**src/rtl/axis_uart_cfg_if.sv**
```systemverilog
`default_nettype none
// ============================================================================
//  Module   : axis_uart_cfg_if
//  Purpose  : AXI-Stream bundle used on both faces of axis_uart_cfg.
//             tdata carries one UART payload word. tuser carries per-word
//             status: bit0 = parity error, bit1 = framing error. tuser is
//             meaningful on the receive stream only.
//  Signals  : tdata [DATA_BITS], tuser [2], tvalid, tready
//  Modports : master drives tdata/tuser/tvalid; slave drives tready.
//  Revision : 1.0  initial release
// ============================================================================
interface axis_uart_cfg_if #(
    parameter int DATA_BITS = 8
);
    logic [DATA_BITS-1:0] tdata;
    logic [1:0]           tuser;
    logic                 tvalid;
    logic                 tready;

    modport master (output tdata, output tuser, output tvalid, input tready);
    modport slave  (input tdata, input tuser, input tvalid, output tready);
endinterface
`default_nettype wire

```
**src/rtl/axis_uart_cfg.sv**
```systemverilog
`default_nettype none
// ============================================================================
//  Module   : axis_uart_cfg
//  Purpose  : Parametrised AXI-Stream UART transceiver. The data width,
//             the parity mode and the number of stop bits are set by
//             parameters. The receiver oversamples at 16x and takes a
//             majority vote. Received words go into a first-word
//             fall-through FIFO and carry error flags on tuser.
//  Ports    : aclk        - system clock
//             areset      - synchronous active-high reset
//             uart_rx     - asynchronous serial input, idle high
//             uart_tx     - serial output, idle high
//             s_axis      - words to transmit (slave)
//             m_axis      - received words + {frame_err, parity_err} (master)
//             rx_overflow - one-cycle pulse when a frame is dropped
//  Revision : 1.0  initial release
// ============================================================================
module axis_uart_cfg #(
    parameter int CLOCK         = 100_000_000,
    parameter int BAUD_RATE     = 115_200,
    parameter int DATA_BITS     = 8,
    parameter int PARITY        = 0,
    parameter int STOP_BITS     = 1,
    parameter int RX_FIFO_DEPTH = 16
) (
    input  logic            aclk,
    input  logic            areset,
    input  logic            uart_rx,
    output logic            uart_tx,
    axis_uart_cfg_if.slave  s_axis,
    axis_uart_cfg_if.master m_axis,
    output logic            rx_overflow
);
    // Divider rounded to nearest, never below 1
    localparam int c_div_raw = (CLOCK + 8 * BAUD_RATE) / (16 * BAUD_RATE);
    localparam int c_div     = (c_div_raw < 1) ? 1 : c_div_raw;
    localparam int c_div_w   = (c_div > 1) ? $clog2(c_div) : 1;
    localparam logic [c_div_w-1:0] c_div_last = c_div_w'(c_div - 1);
    localparam logic [2:0] c_last_bit = 3'(DATA_BITS - 1);
    localparam logic c_odd    = (PARITY == 2);
    localparam int c_fifo_aw  = $clog2(RX_FIFO_DEPTH);
    localparam int c_fifo_w   = DATA_BITS + 2;

    // ------------------------------------------------------------------ tick
    logic [c_div_w-1:0] r_div_cnt;
    logic               w_tick;

    assign w_tick = (r_div_cnt == c_div_last);

    always_ff @(posedge aclk) begin
        if (areset)      r_div_cnt <= '0;
        else if (w_tick) r_div_cnt <= '0;
        else             r_div_cnt <= r_div_cnt + 1'b1;
    end

    // ------------------------------------------------------------ transmitter
    typedef enum logic [2:0] {
        TX_IDLE = 3'd0, TX_START = 3'd1, TX_DATA = 3'd2, TX_PARITY = 3'd3, TX_STOP = 3'd4
    } tx_state_t;

    tx_state_t            r_tx_state, w_tx_state;
    logic [3:0]           r_tx_sub, w_tx_sub;
    logic [2:0]           r_tx_bit, w_tx_bit;
    logic [DATA_BITS-1:0] r_tx_shift, w_tx_shift;
    logic                 r_tx_par, w_tx_par;
    logic                 r_tx_stop2, w_tx_stop2;
    logic                 r_tx, w_tx;
    logic                 w_tx_bit_end;

    assign w_tx_bit_end  = w_tick && (r_tx_sub == 4'd15);
    assign s_axis.tready = (r_tx_state == TX_IDLE);
    assign uart_tx       = r_tx;

    always_ff @(posedge aclk) begin
        if (areset) begin
            r_tx_state <= TX_IDLE;
            r_tx_sub   <= '0;
            r_tx_bit   <= '0;
            r_tx_shift <= '0;
            r_tx_par   <= 1'b0;
            r_tx_stop2 <= 1'b0;
            r_tx       <= 1'b1;
        end else begin
            r_tx_state <= w_tx_state;
            r_tx_sub   <= w_tx_sub;
            r_tx_bit   <= w_tx_bit;
            r_tx_shift <= w_tx_shift;
            r_tx_par   <= w_tx_par;
            r_tx_stop2 <= w_tx_stop2;
            r_tx       <= w_tx;
        end
    end

    // The line level is registered. w_tx is the level for the state being entered.
    always_comb begin
        w_tx_state = r_tx_state;
        w_tx_sub   = (w_tick && r_tx_state != TX_IDLE) ? r_tx_sub + 4'd1 : r_tx_sub;
        w_tx_bit   = r_tx_bit;
        w_tx_shift = r_tx_shift;
        w_tx_par   = r_tx_par;
        w_tx_stop2 = r_tx_stop2;
        w_tx       = r_tx;
        case (r_tx_state)
            TX_IDLE: begin
                w_tx = 1'b1;
                if (s_axis.tvalid) begin
                    w_tx_shift = s_axis.tdata;
                    w_tx_par   = (^s_axis.tdata) ^ c_odd;
                    w_tx_sub   = 4'd0;
                    w_tx_state = TX_START;
                    w_tx       = 1'b0;
                end
            end
            TX_START: begin
                if (w_tx_bit_end) begin
                    w_tx_state = TX_DATA;
                    w_tx_bit   = 3'd0;
                    w_tx       = r_tx_shift[0];
                end
            end
            TX_DATA: begin
                if (w_tx_bit_end) begin
                    w_tx_shift = r_tx_shift >> 1;
                    if (r_tx_bit == c_last_bit) begin
                        if (PARITY != 0) begin
                            w_tx_state = TX_PARITY;
                            w_tx       = r_tx_par;
                        end else begin
                            w_tx_state = TX_STOP;
                            w_tx_stop2 = 1'b0;
                            w_tx       = 1'b1;
                        end
                    end else begin
                        w_tx_bit = r_tx_bit + 3'd1;
                        w_tx     = r_tx_shift[1];
                    end
                end
            end
            TX_PARITY: begin
                if (w_tx_bit_end) begin
                    w_tx_state = TX_STOP;
                    w_tx_stop2 = 1'b0;
                    w_tx       = 1'b1;
                end
            end
            TX_STOP: begin
                if (w_tx_bit_end) begin
                    if ((STOP_BITS == 2) && !r_tx_stop2) w_tx_stop2 = 1'b1;
                    else                                  w_tx_state = TX_IDLE;
                end
            end
            default: w_tx_state = TX_IDLE;
        endcase
    end

    // --------------------------------------------------------------- receiver
    typedef enum logic [2:0] {
        RX_IDLE = 3'd0, RX_START = 3'd1, RX_DATA = 3'd2, RX_PARITY = 3'd3, RX_STOP = 3'd4
    } rx_state_t;

    logic [1:0]           r_rx_sync;
    rx_state_t            r_rx_state, w_rx_state;
    logic [3:0]           r_rx_sub, w_rx_sub;
    logic [2:0]           r_rx_bit, w_rx_bit;
    logic [DATA_BITS-1:0] r_rx_shift, w_rx_shift;
    logic [1:0]           r_rx_smp, w_rx_smp;
    logic                 r_rx_perr, w_rx_perr;
    logic                 w_rx_in, w_rx_vote, w_rx_mid, w_rx_end;
    logic                 w_push, w_ferr;

    assign w_rx_in  = r_rx_sync[1];
    // r_rx_smp holds samples 7 and 8; the live input is sample 9
    assign w_rx_vote = (r_rx_smp[1] & r_rx_smp[0]) | (r_rx_smp[1] & w_rx_in) | (r_rx_smp[0] & w_rx_in);
    assign w_rx_mid  = w_tick && (r_rx_sub == 4'd9);
    assign w_rx_end  = w_tick && (r_rx_sub == 4'd15);

    always_ff @(posedge aclk) begin
        if (areset) begin
            r_rx_sync  <= 2'b11;
            r_rx_state <= RX_IDLE;
            r_rx_sub   <= '0;
            r_rx_bit   <= '0;
            r_rx_shift <= '0;
            r_rx_smp   <= 2'b11;
            r_rx_perr  <= 1'b0;
        end else begin
            r_rx_sync  <= {r_rx_sync[0], uart_rx};
            r_rx_state <= w_rx_state;
            r_rx_sub   <= w_rx_sub;
            r_rx_bit   <= w_rx_bit;
            r_rx_shift <= w_rx_shift;
            r_rx_smp   <= w_rx_smp;
            r_rx_perr  <= w_rx_perr;
        end
    end

    always_comb begin
        w_rx_state = r_rx_state;
        w_rx_sub   = (w_tick && r_rx_state != RX_IDLE) ? r_rx_sub + 4'd1 : r_rx_sub;
        w_rx_bit   = r_rx_bit;
        w_rx_shift = r_rx_shift;
        w_rx_perr  = r_rx_perr;
        w_rx_smp   = (w_tick && (r_rx_sub == 4'd7 || r_rx_sub == 4'd8)) ?
                     {r_rx_smp[0], w_rx_in} : r_rx_smp;
        w_push     = 1'b0;
        w_ferr     = 1'b0;
        case (r_rx_state)
            RX_IDLE: begin
                if (w_tick && !w_rx_in) begin
                    w_rx_state = RX_START;
                    w_rx_sub   = 4'd0;
                    w_rx_perr  = 1'b0;
                end
            end
            RX_START: begin
                if (w_rx_mid && w_rx_vote) begin
                    w_rx_state = RX_IDLE;   // too short to be a start bit
                end else if (w_rx_end) begin
                    w_rx_state = RX_DATA;
                    w_rx_bit   = 3'd0;
                end
            end
            RX_DATA: begin
                if (w_rx_mid) w_rx_shift = {w_rx_vote, r_rx_shift[DATA_BITS-1:1]};
                if (w_rx_end) begin
                    if (r_rx_bit == c_last_bit) w_rx_state = (PARITY != 0) ? RX_PARITY : RX_STOP;
                    else                        w_rx_bit   = r_rx_bit + 3'd1;
                end
            end
            RX_PARITY: begin
                if (w_rx_mid) w_rx_perr = w_rx_vote ^ (^r_rx_shift) ^ c_odd;
                if (w_rx_end) w_rx_state = RX_STOP;
            end
            RX_STOP: begin
                // Finishing at mid-stop leaves the rest of the stop time to find the next start edge
                if (w_rx_mid) begin
                    w_push     = 1'b1;
                    w_ferr     = !w_rx_vote;
                    w_rx_state = RX_IDLE;
                end
            end
            default: w_rx_state = RX_IDLE;
        endcase
    end

    // ---------------------------------------------------------------- RX FIFO
    logic [c_fifo_w-1:0]  r_mem [RX_FIFO_DEPTH];
    logic [c_fifo_aw:0]   r_wr_ptr, r_rd_ptr;
    logic                 r_ovf;
    logic                 w_empty, w_full, w_pop, w_push_ok;
    logic [c_fifo_w-1:0]  w_head;

    assign w_empty   = (r_wr_ptr == r_rd_ptr);
    assign w_full    = (r_wr_ptr[c_fifo_aw] != r_rd_ptr[c_fifo_aw]) &&
                       (r_wr_ptr[c_fifo_aw-1:0] == r_rd_ptr[c_fifo_aw-1:0]);
    assign w_pop     = !w_empty && m_axis.tready;
    // A pop in the same cycle frees the slot a push into a full FIFO needs
    assign w_push_ok = w_push && (!w_full || w_pop);
    assign w_head    = r_mem[r_rd_ptr[c_fifo_aw-1:0]];

    always_ff @(posedge aclk) begin
        if (w_push_ok) r_mem[r_wr_ptr[c_fifo_aw-1:0]] <= {w_ferr, r_rx_perr, r_rx_shift};
    end

    always_ff @(posedge aclk) begin
        if (areset) begin
            r_wr_ptr <= '0;
            r_rd_ptr <= '0;
            r_ovf    <= 1'b0;
        end else begin
            if (w_push_ok) r_wr_ptr <= r_wr_ptr + 1'b1;
            if (w_pop)     r_rd_ptr <= r_rd_ptr + 1'b1;
            r_ovf <= w_push && w_full && !w_pop;
        end
    end

    // The head is forced to zero when empty, so the outputs read 0 at reset without clearing the memory
    assign m_axis.tvalid = !w_empty;
    assign m_axis.tdata  = w_empty ? '0 : w_head[DATA_BITS-1:0];
    assign m_axis.tuser  = w_empty ? 2'b00 : w_head[c_fifo_w-1 -: 2];
    assign rx_overflow   = r_ovf;
endmodule
`default_nettype wire

```
**src/flat_wrapper.sv**
```systemverilog
// flat-port wrapper written by rule: the top's interface ports become plain ports
module axis_uart_cfg_flat 
#(
    parameter int CLOCK         = 100_000_000,
    parameter int BAUD_RATE     = 115_200,
    parameter int DATA_BITS     = 8,
    parameter int PARITY        = 0,
    parameter int STOP_BITS     = 1,
    parameter int RX_FIFO_DEPTH = 16
)
  (aclk, areset, uart_rx, uart_tx, rx_overflow, s_axis_tdata, s_axis_tuser, s_axis_tvalid, s_axis_tready, m_axis_tdata, m_axis_tuser, m_axis_tvalid, m_axis_tready);
  axis_uart_cfg_if #(.DATA_BITS(DATA_BITS)) s_axis_i ();
  axis_uart_cfg_if #(.DATA_BITS(DATA_BITS)) m_axis_i ();
  input  logic aclk;
  input  logic areset;
  input  logic uart_rx;
  output logic uart_tx;
  output logic rx_overflow;
  input wire logic [$bits(s_axis_i.tdata)-1:0] s_axis_tdata;
  input wire logic [$bits(s_axis_i.tuser)-1:0] s_axis_tuser;
  input wire logic [$bits(s_axis_i.tvalid)-1:0] s_axis_tvalid;
  output wire logic [$bits(s_axis_i.tready)-1:0] s_axis_tready;
  output wire logic [$bits(m_axis_i.tdata)-1:0] m_axis_tdata;
  output wire logic [$bits(m_axis_i.tuser)-1:0] m_axis_tuser;
  output wire logic [$bits(m_axis_i.tvalid)-1:0] m_axis_tvalid;
  input wire logic [$bits(m_axis_i.tready)-1:0] m_axis_tready;
  assign s_axis_i.tdata = s_axis_tdata;
  assign s_axis_i.tuser = s_axis_tuser;
  assign s_axis_i.tvalid = s_axis_tvalid;
  assign s_axis_tready = s_axis_i.tready;
  assign m_axis_tdata = m_axis_i.tdata;
  assign m_axis_tuser = m_axis_i.tuser;
  assign m_axis_tvalid = m_axis_i.tvalid;
  assign m_axis_i.tready = m_axis_tready;
  axis_uart_cfg #(.CLOCK(CLOCK), .BAUD_RATE(BAUD_RATE), .DATA_BITS(DATA_BITS), .PARITY(PARITY), .STOP_BITS(STOP_BITS), .RX_FIFO_DEPTH(RX_FIFO_DEPTH)) u_core (.aclk(aclk), .areset(areset), .uart_rx(uart_rx), .uart_tx(uart_tx), .s_axis(s_axis_i), .m_axis(m_axis_i), .rx_overflow(rx_overflow));
endmodule
```
**config.mk**
```make
export PLATFORM = sky130hd
export DESIGN_NAME = axis_uart_cfg_flat
export DESIGN_NICKNAME = d
export VERILOG_FILES = /design/src/rtl/axis_uart_cfg_if.sv /design/src/rtl/axis_uart_cfg.sv /design/src/flat_wrapper.sv
export SDC_FILE = /design/constraint.sdc
export NUM_CORES = 1
export LEC_CHECK = 0
export BUFFER_PORTS_ARGS = -buffer_cell sky130_fd_sc_hd__buf_2
export CORE_MARGIN = 2
export CORE_UTILIZATION = 50
export CTS_CLUSTER_DIAMETER = 200
export CTS_CLUSTER_SIZE = 24
export DETAILED_ROUTE_END_ITERATION = 6
export GPL_ROUTABILITY_DRIVEN = 0
export PLACE_DENSITY = 0.77
export SLEW_MARGIN = 20
export SYNTH_ARGS = -nofsm -noshare
export SYNTH_HDL_FRONTEND = slang
export SYNTH_SLANG_ARGS = --single-unit
```
**constraint.sdc**
```tcl
create_clock -name aclk -period 3.7 [get_ports aclk]
set_input_delay 0.555 -clock aclk [delete_from_list [all_inputs] [get_ports aclk]]
set_output_delay 0.555 -clock aclk [all_outputs]
set_load 0.05 [all_outputs]
```
Yosys cells after proc, flatten, opt, wreduce, memory -nomap -nowiden

Memory sizes are Yosys's and may differ from the RTL's. A register that Yosys moved wholly into a read port is not among the register bits.
Index checks and enable logic that the tools add are counted.

Add/subtract/negate cells: 7
Reduce and logical (&&, ||, !) cells: 39
Mux-type cells: 51
Bitwise logic cells: 6
Eq/ne operators: 36

Operators with widths:

| cell                | count |
|---|---|
| $mux 3              | 19 |
| $mux 4              | 8 |
| $pmux 3 s5          | 2 |
| $mux 8              | 3 |
| $ne 2x1->1 const B  | 12 |
| $eq 4x4->1 const B  | 4 |
| $pmux 8 s2          | 1 |
| $logic_and 1x1->1   | 13 |
| $mux 1              | 13 |
| $eq 3x2->1 const B  | 4 |
| $eq 3x3->1 const B  | 4 |
| $pmux 3 s2          | 2 |
| $reduce_and 6->1    | 2 |
| $add 5x1->5 const B | 2 |
| $add 4x1->4 const B | 2 |
| $ne 2x2->1 const B  | 4 |
| $reduce_and 4->1    | 2 |
| $reduce_bool 2->1   | 4 |
| $reduce_xor 8->1    | 1 |
| $add 3x1->3 const B | 2 |
| $add 6x1->6 const B | 1 |
| $eq 3x1->1 const B  | 2 |
| $eq 6x6->1 const B  | 1 |
| $logic_not 3->1     | 2 |
| 19 further kinds    | 29 |

RAM bits: 160
Register bits: 59
Word-level logic and storage cells: 156
Output and inout bits: 14
Memories kept: 1

Memory list:

| name         | words | bits a word | rd ports | clocked after memory_dff | write ports | RTL line             | source |
|---|---|---|---|---|---|---|---|
| u_core.r_mem | 16    | 10          | 1        | 1                        | 1           | axis_uart_cfg.sv:247 | `logic [c_fifo_w-1:0] r_mem [RX_FIFO_DEPTH];` |

Depth between registers and ports, before layout

Gate-level depths: netlist (run 1).

Depth after elaboration: 7
Gate-level depth with buffers: 10
Gate-level depth less buffers: 7

Worst setup path after synthesis (run 1)

OpenSTA, ideal clock, no wires.

Kind: register to output
Start: register (tool-made name)
End: output port m_axis_tdata[0]
Path slack: 0.741 ns
Cell stages (with the launch flop): 7
Arrival time: 2.404 ns
Buffers on the path: 3
Cell sequence: dfxtp_1 -> buf_2 -> buf_4 -> buf_4 -> mux4_2 -> mux2i_1 -> a211oi_1

RTL lines:

| what             | RTL line           | source |
|---|---|---|
| end: declaration | flat_wrapper.sv:23 | `output wire logic [$bits(m_axis_i.tdata)-1:0] m_axis_tdata;` |

==> results of run 1 <==
==> worst max-delay path: stages (launching register included) <==
cell and delay (ns):
dfxtp_1 0.84, mux4_2 0.43, nor2b_1 0.15, a211oi_1 0.39, a211oi_1 0.14, buf_2 0.28
==> layer usage <==
metal | up-vias | GRT usage, % | part of all wire, %
met5 | - | 0 | 0
met4 | 0 | 3.84 | 1.6
met2 | 139 | 31.0 | 51
li1 | 2387 | - | -
met3 | 21 | 2.58 | 4.6
met1 | 2597 | 24.6 | 43
==> power groups by stage <==
stage	logic [W]	clock network [W]	registers [W]
final	0.0000711	0.00147	0.00266
after global routing	0.0000800	0.00159	0.00267
after CTS	0.0000693	0.00149	0.00266
after detailed placement	0.0000689	0	0.00272
after global placement	0.0000643	0	0.00272
after floorplan	0.0000533	0	0.00272
==> cell families (layout without fill, tap and decap cells) <==
family	count (synthesis)	count (layout)	share of synthesized area, %
DFF	223	223	64.7
and+or+nand+nor	157	157	9.52
xor gates and xnor gates	27	27	2.52
buffers and inverters	47	67	2.44
muxes	69	69	12.7
adders and majority gates	16	16	2.11
AOI/OAI and AO/OA	78	78	5.97
==> layout by cell type, fill, tap and decap left out, types with 7 or more instances in the layout <==
cell type,synthesis,routed
edfxtp_1,160,160
dfxtp_1,63,62
nor2_1,44,43
mux4_2,40,40
a211oi_1,31,31
mux2i_1,29,29
buf_2,9,26
xnor2_1,19,19
nand2_1,17,17
a21oi_1,17,17
and3_1,16,16
nor2b_1,15,15
ha_1,15,15
clkbuf_16,0,13
inv_1,11,11
nand3_1,11,11
o21ai_0,10,10
nor3_1,9,9
xor2_1,8,8
and2_1,7,7
clkbuf_1,16,7
==> cell type report <==
type	count	area (um^2)	share of cell area [%]
flip-flops and latches	223	6070	60.2
well taps	234	293	2.91
inverters	11	41.3	0.410
repair buffers	34	215	2.14
clock buffers	20	352	3.49
clock inverters	2	28.8	0.286
multi-input cells	347	3080	30.6
==> worst paths after layout <==
path                       startpoint  depth (start not counted)  slack [ns]             endpoint
hold / removal                uart_rx                          2        0.27  u_core.r_rx_sync[0]
setup reg to reg  u_core.r_div_cnt[0]                          5        1.14   u_core.r_mem[7][3]
hold reg to reg   u_core.r_rx_sync[0]                          1        0.41  u_core.r_rx_sync[1]
setup / recovery            flip-flop                          5        0.46      m_axis_tdata[7]
==> metrics by stage <==
stage	worst slack (ns)	instance area (um^2)	utilization, %
floorplan	0.741	9370	-
global placement	0.965	9670	52.2
detailed placement	0.930	9670	52.2
CTS	0.432	10000	54.3
global route	0.316	10100	54.4
finish	0.458	10100	54.4
==> state kept, by name (all words and copies together), names as in the netlist, 4 cells and up, named ones only <==
register           flops
u_core.r_mem         160
u_core.r_tx_shift      8
u_core.r_tx_sub        4
u_core.r_rx_shift      8
u_core.r_div_cnt       6
u_core.r_rd_ptr        5
u_core.r_wr_ptr        5
u_core.r_rx_sub        4
==> results.yml, run 1 <==
timing:
  finalSetupTns_ns: 0
  tightest_slew_ns: 0.787
  drv_slew: 0
  hold_viol_final: 0
  whs_ns: 0.271
  grt_setup_unrepaired: "false"
  period_share_pct: 87.6
  max_freq_ghz: 0.308
  clock_skew_ns: 0.0228
  finalSetupViolCount: 0
  min_period_ns: 3.24
  slew_headroom_pct: 47.5
die:
  die_w_um: 141
  placementRows: 50
  initial_core_util_pct: 50.6
  coreArea_um2: 18500
  die_y_um: 141
  die_area_um2: 19900
  ios: 29
clocking:
  cts_tree: "yes"
  root_buffer: "clkbuf_16"
  htreeDepth: 1
  cts_resized: 0
  postCtsHoldBufs: 0
  cts_buffers: 13
  cts_setup_buffers: 0
  cts.path.max_buffers: 3
  clkSinkCount: 223
  clk_latency_ns: 0.48
  clkTransAtPathRegs_ns: 0.09
critical_path:
  path_class: "reg -> out"
  required_ns: 3.14
  cp-end-kind: "output pin"
  cp_max_fo: 16
  start_kind: "flip-flop"
  cp_data_arrival_time_ns: 2.69
power:
  max-vdd-ir-drop_mv: 0.236
  combPwrFrac_pct: 1.7
  intPower_w: 0.00336
  p_per_area_nw_per_um2: 417
  seq_power_share_pct: 63.4
  power_w: 0.00420
  p_sw_share_pct: 20.0
  leakagePower_nw: 3.43
  p_sw_w: 0.000842
  clockPowerShare_pct: 34.9
routing:
  routedWlPerCell_um: 20.3
  drc: 0
  via_per_inst: 5.91
  firstDrtPassIters: 5
  routed_wl_um: 17700
  dr_total_vias: 5144
  drt-initial-drc-count: 464
  ant_nets: 0
global_routing:
  antenna_found_initial: 0
  first_global_vias: 5159
  grtUsageTotal_pct: 18.0
  grt_pass1_wl_um: 27900
  overflow: 0
  grt_max_degree: 62
outcome:
  status: "finished clean"
layout:
  num_antenna_cells: 0
  layout.nets: 660
  instances_no_fill: 871
  fillerInstances: 1435
  layout-drive-gt1-share_pct: 16.8
  syn_to_final_growth_pct: 7.52
place:
  io_buffers: 26
  detailed_place_hpwl_um: 11300
  place_inst: 847
logic_synthesis:
  syn_inst: 617
  yosysMostFrequentCell: "edfxtp_1"
  yosysUniqueCellTypes: 58
  yosys.area.top_type: "edfxtp_1"
  synth_common_cells: "edfxtp_1 (160), dfxtp_1 (63), nor2_1 (44)"
  synthTopCellsByArea: "edfxtp_1 (51%), dfxtp_1 (13%), mux4_2 (9.6%), mux2i_1 (3.1%), a211oi_1 (2.5%)"
  ys_seq_area_share_pct: 64.7
  synth_flop_cell: "edfxtp_1"
  synth-edff-count: 160
  synth_area_per_cell_um2: 15.2
  synth_nets: 647
  syn_area_um2: 9370
  ys.warnings.count: 0
  yosysTopAreaCellShare_pct: 51.3
  ys_ff_latch: 223
  async_flop_share_pct: 0
hold_path:
  hold_class: "in -> reg"
run:
  drv_cap: 0
(Power assumes the default switching activity.)
==> run 2, diff against run 1 <==
==> constraint.sdc (replaced) <==
create_clock -name aclk -period 3.7 [get_ports aclk]
set_input_delay 1.11 -clock aclk [delete_from_list [all_inputs] [get_ports aclk]]
set_output_delay 1.11 -clock aclk [all_outputs]
set_load 0.05 [all_outputs]
==> run 2 against run 1 <==
Fmax decreased by 9.4%; core utilization is 0.24 points higher; wire length up 2.1%; clock power hardly changed; sequential share of layout area is 0.26 points lower; non-clock buffer count increased by 1; sequential power hardly changed; largest power group unchanged; die area is the same; highest routed layer is now met5.
==> results.yml, run 2 (synthesized netlist as in run 1, its figures left out) <==
clocking:
  clk_latency_ns: 0.47
  cts_tree: "yes"
  htreeDepth: 1
  root_buffer: "clkbuf_16"
  cts_buffers: 13
  clkTransAtPathRegs_ns: 0.10
  cts.path.max_buffers: 3
  cts_setup_buffers: 0
  clkSinkCount: 223
power:
  seq_power_share_pct: 63.5
  clockPowerShare_pct: 34.9
  leakagePower_nw: 3.44
  combPwrFrac_pct: 1.6
  max-vdd-ir-drop_mv: 0.284
  p_per_area_nw_per_um2: 415
  p_sw_share_pct: 20.0
  intPower_w: 0.00336
  p_sw_w: 0.000839
die:
  die_y_um: 141
  initial_core_util_pct: 50.6
  die_w_um: 141
  die_area_um2: 19900
  coreArea_um2: 18500
  ios: 29
  placementRows: 50
routing:
  routed_wl_um: 18100
  via_per_inst: 5.98
  drc: 0
  routedWlPerCell_um: 20.7
  drt-initial-drc-count: 394
  dr_total_vias: 5216
  ant_nets: 0
  firstDrtPassIters: 4
critical_path:
  start_kind: "flip-flop"
  r2r_slack_ns: 1.08
  cp-end-kind: "output pin"
  cp_data_arrival_time_ns: 2.47
  required_ns: 2.59
  reg2reg_depth: 5
  cp_max_fo: 17
  path_class: "reg -> out"
layout:
  layout-drive-gt1-share_pct: 17.1
  syn_to_final_growth_pct: 8.00
  num_antenna_cells: 0
  finalInstanceArea_um2: 10100
  final_cell_mix: "edfxtp_1 (160), dfxtp_1 (61), nor2_1 (44)"
  largest_reg_flops: 160
  layout_commonest_cell: "edfxtp_1"
  layout.nets: 661
timing:
  clock_skew_ns: 0.0228
  layout_setup_ws_ns: 0.122
  min_period_ns: 3.58
  finalSetupViolCount: 0
  slew_headroom_pct: 30.0
  max_freq_ghz: 0.279
  finalSetupTns_ns: 0
  drv_slew: 0
  hold_viol_final: 0
  period_share_pct: 96.7
  tightest_slew_ns: 1.05
  grt_setup_unrepaired: "false"
place:
  dpl-instance-area_um2: 9710
  place_ws_ns: 0.505
  detailed_place_hpwl_um: 11300
  io_buffers: 26
global_routing:
  grtUsageTotal_pct: 18.1
  antenna_found_initial: 1
  first_global_vias: 5216
  grt_max_degree: 62
  grt_pass1_wl_um: 28200
  overflow: 0
hold_path:
  min_path_cells: 1
  hold_class: "reg -> reg"
outcome:
  status: "finished clean"
run:
  drv_cap: 0
==> run 2: cell type report <==
| type | count | area, um^2 |
|---|---|---|
| Timing Repair Buffer | 35 | 256 |
| Fill cell | 1430 | 8400 |
| Clock inverter | 2 | 28.8 |
| Sequential cell | 223 | 6070 |
| Clock buffer | 20 | 352 |
| Tap cell | 234 | 293 |
| Multi-Input combinational cell | 347 | 3080 |
| Inverter | 11 | 41.3 |
==> run 2: final timing paths <==
| kind | to | from |
|---|---|---|
| setup reg to reg | u_core.r_mem[7][2] | u_core.r_div_cnt[0] |
| hold / removal | u_core.r_rx_sync[1] | u_core.r_rx_sync[0] |
| setup / recovery | m_axis_tdata[7] | flip-flop |
| hold reg to reg | u_core.r_rx_sync[1] | u_core.r_rx_sync[0] |
==> run 2: per-stage QoR <==
| stage | hold slack, ns | power (W) | std cells | utilization (%) |
|---|---|---|---|---|
| floorplan | 0.389 | 0.00277 | 617 | - |
| global placement | 0.396 | 0.00278 | 849 | 52.4 |
| detailed placement | 0.401 | 0.00279 | 849 | 52.4 |
| CTS | 0.427 | 0.00422 | 871 | 54.5 |
| global route | 0.458 | 0.00433 | 872 | 54.7 |
| finish | 0.423 | 0.00420 | 872 | 54.7 |
==> run 2: power groups by stage <==
stage | registers [W] | clock network (W) | logic [W]
after floorplan | 0.00272 | 0 | 0.0000533
after global placement | 0.00272 | 0 | 0.0000642
after detailed placement | 0.00272 | 0 | 0.0000688
after CTS | 0.00266 | 0.00149 | 0.0000695
after global routing | 0.00267 | 0.00158 | 0.0000777
final | 0.00266 | 0.00146 | 0.0000692
==> run 2: worst max-delay path, stage by stage (launching register included) <==
cell and delay (ns):
dfxtp_2 0.41, buf_12 0.21, mux4_2 0.52, nor2b_1 0.14, a211oi_1 0.29, a211oi_1 0.14, buf_2 0.28
==> run 2: timing repair <==
item	in CTS	in global routing
setup endpoints to repair	0	6
gates resized for setup	0	3
hold buffers	0	0
hold endpoints to repair	0	0
==> run 2: routing by layer <==
layer	share of wire [%]	vias to the layer above	GRT usage, %
li1	-	2395	-
met1	43	2660	24.1
met2	51	137	32.5
met3	4.6	22	2.58
met4	1.4	2	3.32
met5	0.061	-	0
==> run 3, diff against run 2 <==
PLACE_DENSITY = 0.66   (was 0.77)
==> run 3 against run 2 <==
Core utilization shrank 0.074 points; first-iteration DRC count fell by 29%; setup slack better by 0.012 ns; critical endpoint is now m_axis_tdata[6]; critical path type unchanged.
==> results.yml, run 3 (synthesized netlist as in run 1, its figures left out) <==
outcome:
  status: "finished clean"
clocking:
  clk_latency_ns: 0.48
  root_buffer: "clkbuf_16"
  htreeDepth: 1
  clkTransAtPathRegs_ns: 0.10
  cts_buffers: 13
  cts_tree: "yes"
  cts.path.max_buffers: 3
  postCtsHoldBufs: 0
  cts_setup_buffers: 0
  clkSinkCount: 223
layout:
  syn_to_final_growth_pct: 7.85
  multiInputGateArea_um2: 3080
  seq_area_um2: 6070
  fillerInstances: 1470
  num_antenna_cells: 0
  layout_commonest_cell: "edfxtp_1"
  layout-drive-gt1-share_pct: 17.2
  instances_no_fill: 875
  final_cell_mix: "edfxtp_1 (160), dfxtp_1 (62), nor2_1 (44)"
  layout.nets: 664
  largest_reg_flops: 160
critical_path:
  cp_top_family: "multiplexers"
  cp.buffers_inverters: 2
  start_kind: "flip-flop"
  path_class: "reg -> out"
  required_ns: 2.59
  cp_slowest_stage_delay_ns: 0.55
  crit_top_cell: "a211oi_1"
  cp_data_arrival_time_ns: 2.46
  path_cells: "buf_6, mux4_2, nor2b_1, a211oi_1, a211oi_1, buf_2"
  cp_max_fo: 11
  cp-end-kind: "output pin"
  cp_slowest_cell: "mux4_2"
routing:
  drt-initial-drc-count: 278
  dr_total_vias: 5061
  firstDrtPassIters: 4
  routedWlPerCell_um: 20.1
  routed_wl_um: 17600
  via_per_inst: 5.78
  ant_nets: 0
  drc: 0
timing:
  grt_setup_unrepaired: "true"
  finalSetupViolCount: 0
  hold_viol_final: 0
  finalSetupTns_ns: 0
  drv_slew: 0
  tightest_slew_ns: 0.786
  max_freq_ghz: 0.280
  min_period_ns: 3.57
  slew_headroom_pct: 47.5
  period_share_pct: 96.4
  clock_skew_ns: 0.0195
die:
  initial_core_util_pct: 50.6
  die_area_um2: 19900
  coreArea_um2: 18500
  ios: 29
  die_w_um: 141
  die_y_um: 141
  placementRows: 50
power:
  leakagePower_nw: 3.45
  p_per_area_nw_per_um2: 417
  max-vdd-ir-drop_mv: 0.215
place:
  place_inst: 853
  io_buffers: 26
  detailed_place_hpwl_um: 11200
run:
  drv_cap: 0
global_routing:
  first_global_vias: 5066
  grt_pass1_wl_um: 27600
  grt_max_degree: 36
  antenna_found_initial: 1
  grtUsageTotal_pct: 18.0
  overflow: 0
hold_path:
  hold_class: "reg -> reg"
==> run 3: repair_timing <==
item                                    4_1_cts  5_1_grt
endpoints found under the setup margin        0        3
hold endpoints to repair                      0        0
gates resized for setup                       0        1
==> run 3: final cells by class <==
type / count / share of cell area [%]
Sequential cell: 223 / 60.0
Multi-Input combinational cell: 347 / 30.4
Clock buffer: 20 / 3.48
Tap cell: 234 / 2.90
Timing Repair Buffer: 38 / 2.46
Inverter: 11 / 0.409
Clock inverter: 2 / 0.285
==> run 3: stage by stage <==
step | cell area (um^2) | utilization (%) | hold slack, ns | worst slack [ns] | total power, W
after floorplan | 9370 | - | 0.389 | 0.186 | 0.00277
after global placement | 9720 | 52.5 | 0.399 | 0.566 | 0.00279
after detailed placement | 9720 | 52.5 | 0.409 | 0.538 | 0.00279
after CTS | 10100 | 54.6 | 0.434 | 0.0258 | 0.00424
after global routing | 10100 | 54.6 | 0.469 | -0.00143 | 0.00434
final | 10100 | 54.6 | 0.427 | 0.133 | 0.00422
==> run 3: worst paths after layout <==
| kind | startpoint | end | slack (ns) | cells past startpoint |
|---|---|---|---|---|
| worst max-delay path | flip-flop | m_axis_tdata[6] | 0.13 | 6 |
| worst min register to register | u_core.r_rx_sync[0] | u_core.r_rx_sync[1] | 0.43 | 1 |
| worst max register to register | u_core.r_div_cnt[0] | u_core.r_mem[7][6] | 1.06 | 5 |
| worst min-delay path | u_core.r_rx_sync[0] | u_core.r_rx_sync[1] | 0.43 | 1 |
==> run 3: where the power goes <==
| group | switching, W | leakage (nW) | total (W) | internal, W |
|---|---|---|---|---|
| registers | 0.0000130 | 2.01 | 0.00266 | 0.00265 |
| logic | 0.0000421 | 1.26 | 0.0000678 | 0.0000257 |
| clock network | 0.000802 | 0.183 | 0.00148 | 0.000683 |
==> run 3: routing by layer <==
layer | wire length, um | share of wire (%) | up-vias | GRT usage (%)
met1 | 7420 | 42 | 2515 | 25.1
met2 | 8690 | 49 | 125 | 30.8
met3 | 1120 | 6.4 | 27 | 2.21
met5 | 0 | 0 | - | 0
met4 | 354 | 2.0 | 0 | 3.68
li1 | - | - | 2394 | -
